[config.mk]
export PLATFORM = sky130hd
export DESIGN_NAME = uart_tx_fifo
export DESIGN_NICKNAME = d
export VERILOG_FILES = /design/src/rtl/uart_tx_fifo.sv
export SDC_FILE = /design/constraint.sdc
export NUM_CORES = 1
export LEC_CHECK = 0
export BUFFER_PORTS_ARGS = -buffer_cell sky130_fd_sc_hd__clkbuf_2
export CAP_MARGIN = 40
export CORE_ASPECT_RATIO = 0.7
export CORE_MARGIN = 4
export CORE_UTILIZATION = 50
export CTS_BUF_LIST = sky130_fd_sc_hd__clkbuf_2
export CTS_CLUSTER_SIZE = 20
export DETAILED_ROUTE_END_ITERATION = 8
export PLACE_DENSITY_LB_ADDON = 0.1
export RECOVER_POWER = 50
export SYNTH_ARGS = -nofsm -noshare
export SYNTH_HDL_FRONTEND = slang
export SYNTH_SLANG_ARGS = --single-unit
export TNS_END_PERCENT = 1
[constraint.sdc]
create_clock -name clk -period 6.5 [get_ports clk]
set_input_delay 1.3 -clock clk [delete_from_list [all_inputs] [get_ports clk]]
set_output_delay 1.3 -clock clk [all_outputs]
set_load 0.005 [all_outputs]
[src/rtl/uart_tx_fifo.sv]
// UART transmit FIFO, first-word-fall-through; optional trigger level via `UART_TXFIFO_TRIG_EN.
// Latency: a pushed byte is visible on dout the cycle after the push edge; flags are combinational from count.
// Backpressure: full refuses further pushes (sticky overrun); pops while empty are ignored.
module uart_tx_fifo #(
    parameter int DEPTH = 16
) (
    input  logic       clk,
    input  logic       rst,
    input  logic       en,
    input  logic       clr,
    input  logic       push_in,
    input  logic [7:0] din,
    input  logic       pop_in,
    input  logic [1:0] threshold,
    output logic [7:0] dout,
    output logic       empty,
    output logic       full,
    output logic       overrun,
    output logic [4:0] count,
    output logic       thre_trig
);

    localparam int AW = (DEPTH > 1) ? $clog2(DEPTH) : 1;
    localparam logic [4:0] DEPTH_C = 5'(DEPTH);

    logic [7:0]    mem_q [DEPTH];
    logic [AW-1:0] wr_ptr_q, wr_ptr_d;
    logic [AW-1:0] rd_ptr_q, rd_ptr_d;
    logic [4:0]    count_q, count_d;
    logic          overrun_q, overrun_d;
    logic          en_q;

    logic       flush;
    logic       do_push;
    logic       do_pop;
    logic [4:0] capacity;

    assign capacity = en ? DEPTH_C : 5'd1;
    assign empty    = (count_q == 5'd0);
    assign full     = (count_q == capacity);
    assign count    = count_q;
    assign overrun  = overrun_q;
    assign dout     = mem_q[rd_ptr_q];

    // A mode change flushes exactly like clr, so stale entries never straddle modes.
    assign flush   = clr | (en != en_q);
    assign do_pop  = pop_in & ~empty;
    assign do_push = push_in & (~full | do_pop);

    always_comb begin
        wr_ptr_d  = wr_ptr_q;
        rd_ptr_d  = rd_ptr_q;
        count_d   = count_q;
        overrun_d = overrun_q;
        if (flush) begin
            wr_ptr_d  = '0;
            rd_ptr_d  = '0;
            count_d   = 5'd0;
            overrun_d = 1'b0;
        end else begin
            if (do_push) wr_ptr_d = wr_ptr_q + 1'b1;
            if (do_pop)  rd_ptr_d = rd_ptr_q + 1'b1;
            if (do_push && !do_pop) count_d = count_q + 5'd1;
            else if (do_pop && !do_push) count_d = count_q - 5'd1;
            if (push_in && !do_push) overrun_d = 1'b1;
        end
    end

    always_ff @(posedge clk) begin
        if (!rst) begin
            wr_ptr_q  <= '0;
            rd_ptr_q  <= '0;
            count_q   <= 5'd0;
            overrun_q <= 1'b0;
            en_q      <= en;
        end else begin
            wr_ptr_q  <= wr_ptr_d;
            rd_ptr_q  <= rd_ptr_d;
            count_q   <= count_d;
            overrun_q <= overrun_d;
            en_q      <= en;
        end
    end

    // Storage is deliberately not reset or flushed; pointers alone define validity.
    always_ff @(posedge clk) begin
        if (rst && !flush && do_push) mem_q[wr_ptr_q] <= din;
    end

`ifdef UART_TXFIFO_TRIG_EN
    logic [4:0] trig_lvl;

    always_comb begin
        trig_lvl = 5'd0;
        if (en) begin
            case (threshold)
                2'b01:   trig_lvl = 5'd2;
                2'b10:   trig_lvl = 5'd4;
                2'b11:   trig_lvl = 5'd8;
                default: trig_lvl = 5'd0;
            endcase
        end
    end

    assign thre_trig = (count_q <= trig_lvl);
`else
    logic unused_threshold;

    assign unused_threshold = ^threshold;
    assign thre_trig        = empty;
`endif

endmodule

## After elaboration in Yosys (flattened, before gate mapping)

Memories as Yosys holds them, arrays and structs flattened. A register that Yosys moved wholly into a read port is not among the register bits.
Index checks and enable logic that the tools add are counted.

- Eq/ne operators: 2
- $add $sub $neg: 4
- Mux-type cells: 7
- Bitwise operators: 7
- Reduce and logical (&&, ||, !) cells: 11

Operators with widths:

| operator | count |
|---|---|
| two-way mux 5 bit | 3 |
| adder 4 x 1 -> 4 bit, second input constant | 2 |
| two-way mux 4 bit | 2 |
| adder 5 x 1 -> 5 bit, second input constant | 1 |
| equality test 5 bit | 1 |
| logical AND 1 bit | 5 |
| logical NOT 5 bit | 1 |
| subtractor 5 x 1 -> 5 bit, second input constant | 1 |
| logical NOT 1 bit | 3 |
| inverter 1 bit | 3 |
| AND 1 bit | 2 |
| two-way mux 1 bit | 2 |
| bitwise OR 1 bit | 2 |
| nonzero test 2 bit | 1 |
| OR reduction 2 bit | 1 |
| != test 1 bit | 1 |

- Output and inout port bits: 17
- Input bits: 16
- Memories kept: 1
- Register bits: 15
- Memory bits (writable): 128

Memories:

| memory | words | bits a word | read ports | clocked after memory_dff | write ports | RTL line | RTL |
|---|---|---|---|---|---|---|---|
| mem_q | 16 | 8 | 1 | 1 | 1 | 26 | `logic [7:0] mem_q [DEPTH];` |

## Logic depth before layout (Yosys ltp)

- Depth in word-level cells: 9
- Gate-level depth with buffers: 10

## Least setup slack after synthesis

Ideal clock, no wire load.

- Kind: input port to flip-flop
- From: in pop_in
- To: reg count_q[3] (netlist: count[3])
- Cell stages on the path: 10
- Data arrival time: 3.101 ns
- Setup time: 0.071 ns
- Path slack: 3.329 ns
- Cells stage by stage: nor4_1 -> o21ai_2 -> and2_4 -> ha_1 -> inv_1 -> ha_1 -> a21o_1 -> a2111oi_0 -> a31oi_1 -> a21oi_1

- Word-level cells in the longest chain between the ends: 6

Ends and longest elaborated chain:

| element | RTL line | RTL |
|---|---|---|
| from (decl) | 13 | `input logic pop_in,` |
| AND 1 bit * | 47 | `assign do_pop = pop_in & ~empty;` |
| bitwise OR 1 bit * | 48 | `assign do_push = push_in & (~full \| do_pop);` |
| AND 1 bit * | 48 |  |
| via do_push | 34 | `logic do_push;` |
| logical NOT 1 bit | 64 | `else if (do_pop && !do_push) count_d = count_q - 5'd1;` |
| logical AND 1 bit | 64 |  |
| nonzero test 2 bit (no line) | -- |  |
| to (signal assigned) | 79 | `count_q <= count_d;` |
| to (decl) | 29 | `logic [4:0] count_q, count_d;` |

Mark *: on every way through the listed nets, which the timed path passes. The rest lies on a longest branch.
A chain may end at the register's enable or synchronous reset.

## Final worst setup path

- From: in en
- To: reg count_q[4] (netlist: count[4])

- Word-level cells in the longest chain between the ends: 8

Ends and longest elaborated chain:

| element | RTL line | RTL |
|---|---|---|
| from (decl) | 9 | `input logic en,` |
| two-way mux 5 bit * | 38 | `assign capacity = en ? DEPTH_C : 5'd1;` |
| equality test 5 bit * | 40 | `assign full = (count_q == capacity);` |
| inverter 1 bit * | 48 |  |
| bitwise OR 1 bit * | 48 |  |
| AND 1 bit * | 48 |  |
| via do_push | 34 |  |
| logical NOT 1 bit | 64 |  |
| logical AND 1 bit | 64 |  |
| nonzero test 2 bit (no line) | -- |  |

Marks and branches as above.

==> flow_summary.toml <==
[global_routing]
antenna_found_initial = 0
grt_pass1_wl_um = 18100
grt_pass1_vias = 3062
grt_usage_pct = 17.8
grt_max_degree = 33
grt-ovfl-total = 0

[worst_setup_path]
critPathCaptureType = "register"
rr_startpoint = "count[0]"
cp.arrival_ps = 4620
start_kind = "input pin"
required_ps = 7100
rrSetupSlack_ps = 2550
reg2regPathDepth = 10
crit_fanout = 13
crit_type = "in -> reg"
reg2reg_to = "count[4]"

[cts]
hold_buffers = 0
cts_tree = "done"
cts_buffer_depth = 2
clk_latency_ps = 660
cts-resized-gates = 0
path_clk_slew_ps = 210
post_cts_buffers = 0
cts_root_buf = "clkbuf_2"
h-tree-depth = 4
cts.sinks = 147
cts-buffers-inserted = 17

[final_layout]
multiInputGateArea_um2 = 1620
drive_gt1_share_pct = 24.2
nets = 406
diodes = 0
layout.area.seq_um2 = 4230
syn_to_final_growth_pct = 8.87
fillCellCount = 951

[drt]
drtIter0Drc = 287
ant_nets = 0
vias = 3027
route.detailed.drc = 0
avgViaCountPerCell = 5.50
postRouteWirelength_um = 11700
avgRoutedWirePerCell_um = 21.3
detail_route.first_pass.iterations = 4

[timing]
fin_hold_ws_ps = 491
drv_slew = 14
setup-tns-final_ps = 0
period_needed_ps = 4020
setup_viol = 0
fmax_mhz = 249
skew_ps = 44.5
worst_pin_slew_ps = 1530
fin_crit_sh_pct = 61.8
hold_viol_final = 0
rsz0062_at_grt = "no"
slew_headroom_pct = -3.01

[hold_path]
min_path_cells = 1
holdCritStartpoint = "overrun"
hold_path_end = "overrun"
hp-class = "reg -> reg"

[yosys]
synth_seq_cells = 147
synth_cell_types = 49
yosysTopAreaCell = "edfxtp_1"
synth_area_per_cell_um2 = 18.2
synthArstFlopShare_pct = 0
synth_warnings = 0
synthFlopType = "edfxtp_1"
yosysMostFrequentCell = "edfxtp_1"
synth-edff-count = 128
yosysSeqAreaShare_pct = 70.1
yosys-top-cells-area = "edfxtp_1, mux4_2, dfxtp_1"
synth_common_cells = "edfxtp_1, nor2_1, dfxtp_1, mux4_2"
synth_top_area_share_pct = 63.8
syn_nets = 357
synthCells = 331
netlist_area_um2 = 6020

[status]
violations = "max-capacitance violations, max-slew violations"
status = "finished, violations left"

[pwr]
cellPowerDensity_nw_per_um2 = 243
leakage_nw = 2.20
ir_drop_mv = 0.109

[place]
place.gp.congestion = 0.733
io_buffers = 30
dp_hpwl_um = 7850

[floorplan]
io_pins = 33
die_x_um = 139
initial_core_util_pct = 51.4
core_area_um2 = 11700
rows = 33
die_h_um = 99.8
die_area_um2 = 13900

[job]
cap_violations = 1
==> area by class of cell <==
| cell class | count | share of cell area (%) |
|---|---|---|
| sequential | 147 | 64.4 |
| inverter | 8 | 0.458 |
| clock buffer | 21 | 1.60 |
| tap | 157 | 3.00 |
| clock inverter | 11 | 1.74 |
| timing repair buffer | 46 | 4.14 |
| multi-input combinational | 160 | 24.6 |
==> logic make-up (layout without fill, tap and decap cells) <==
family	Yosys count	in the layout	share of synthesized area, %
buffers and inverters	24	86	2.89
AO/OA/AOI/OAI	34	34	4.36
flip-flops	147	147	70.1
AND/OR/NAND/NOR	75	75	6.17
XOR/XNOR	5	5	0.727
adder cells (fa/ha/maj)	10	10	2.20
multiplexers	36	36	13.5
==> per-layer routing <==
metal  vias to the layer above  wire length, um  global-route usage [%]
met2                        95             5290                    24.8
met5                         -                0                       0
met1                      1491             5450                    27.9
met4                         0               78                    6.32
met3                         6              882                    4.14
li1                       1435                -                       -
==> power breakdown <==
part	leakage, nW	total [mW]	internal [mW]	switching (mW)
sequential	1.30	1.03	1.03	0.00504
combinational	0.749	0.0683	0.0266	0.0417
clock	0.148	0.489	0.180	0.310
total	2.20	1.59	1.23	0.356
==> flip-flops by register name, indices dropped and copies added (netlist names), named ones only <==
signal	cells
overrun	1
count	5
wr_ptr_q	4
rd_ptr_q	4
en_q	1
mem_q	128
==> placed cells by master (no fill, tap or decap), types with 13 or more instances in the layout <==
master    Yosys  final
a22oi_1      17     17
buf_4         1     15
clkbuf_2      1     42
dfxtp_1      19     18
edfxtp_1    128    128
mux4_1       13     13
mux4_2       19     19
nand2_1      17     17
nor2_1       33     33
==> per-stage QoR <==
| stage | instance area [um2] | worst slack [ps] | cells | util (%) | total power [mW] |
|---|---|---|---|---|---|
| after floorplan | 6020 | 3330 | 331 | - | 1.10 |
| after global placement | 6230 | 2730 | 503 | 53.2 | 1.12 |
| after detailed placement | 6340 | 2670 | 516 | 54.1 | 1.12 |
| after CTS | 6560 | 2380 | 548 | 56.0 | 1.61 |
| after global routing | 6560 | 2220 | 550 | 55.9 | 1.67 |
| final | 6560 | 2480 | 550 | 55.9 | 1.59 |
==> worst max-delay path, stage by stage <==
cell,delay [ps]
clkbuf_1,130
and3b_1,190
o21ai_0,1160
and2_0,410
ha_1,220
inv_1,100
ha_1,330
a21oi_1,200
a211oi_1,100
a31oi_1,260
mux2i_1,210
==> how the worst max path moves through the flow <==
stage	startpoint	end	cells past startpoint
after detailed placement	en	count[4]	11
after floorplan	pop_in	count[3]	10
after global routing	register	dout[7]	5
after global placement	en	count[3]	11
final	en	count[4]	11
after CTS	register	dout[7]	5
Power figures use the tool's default switching activity.
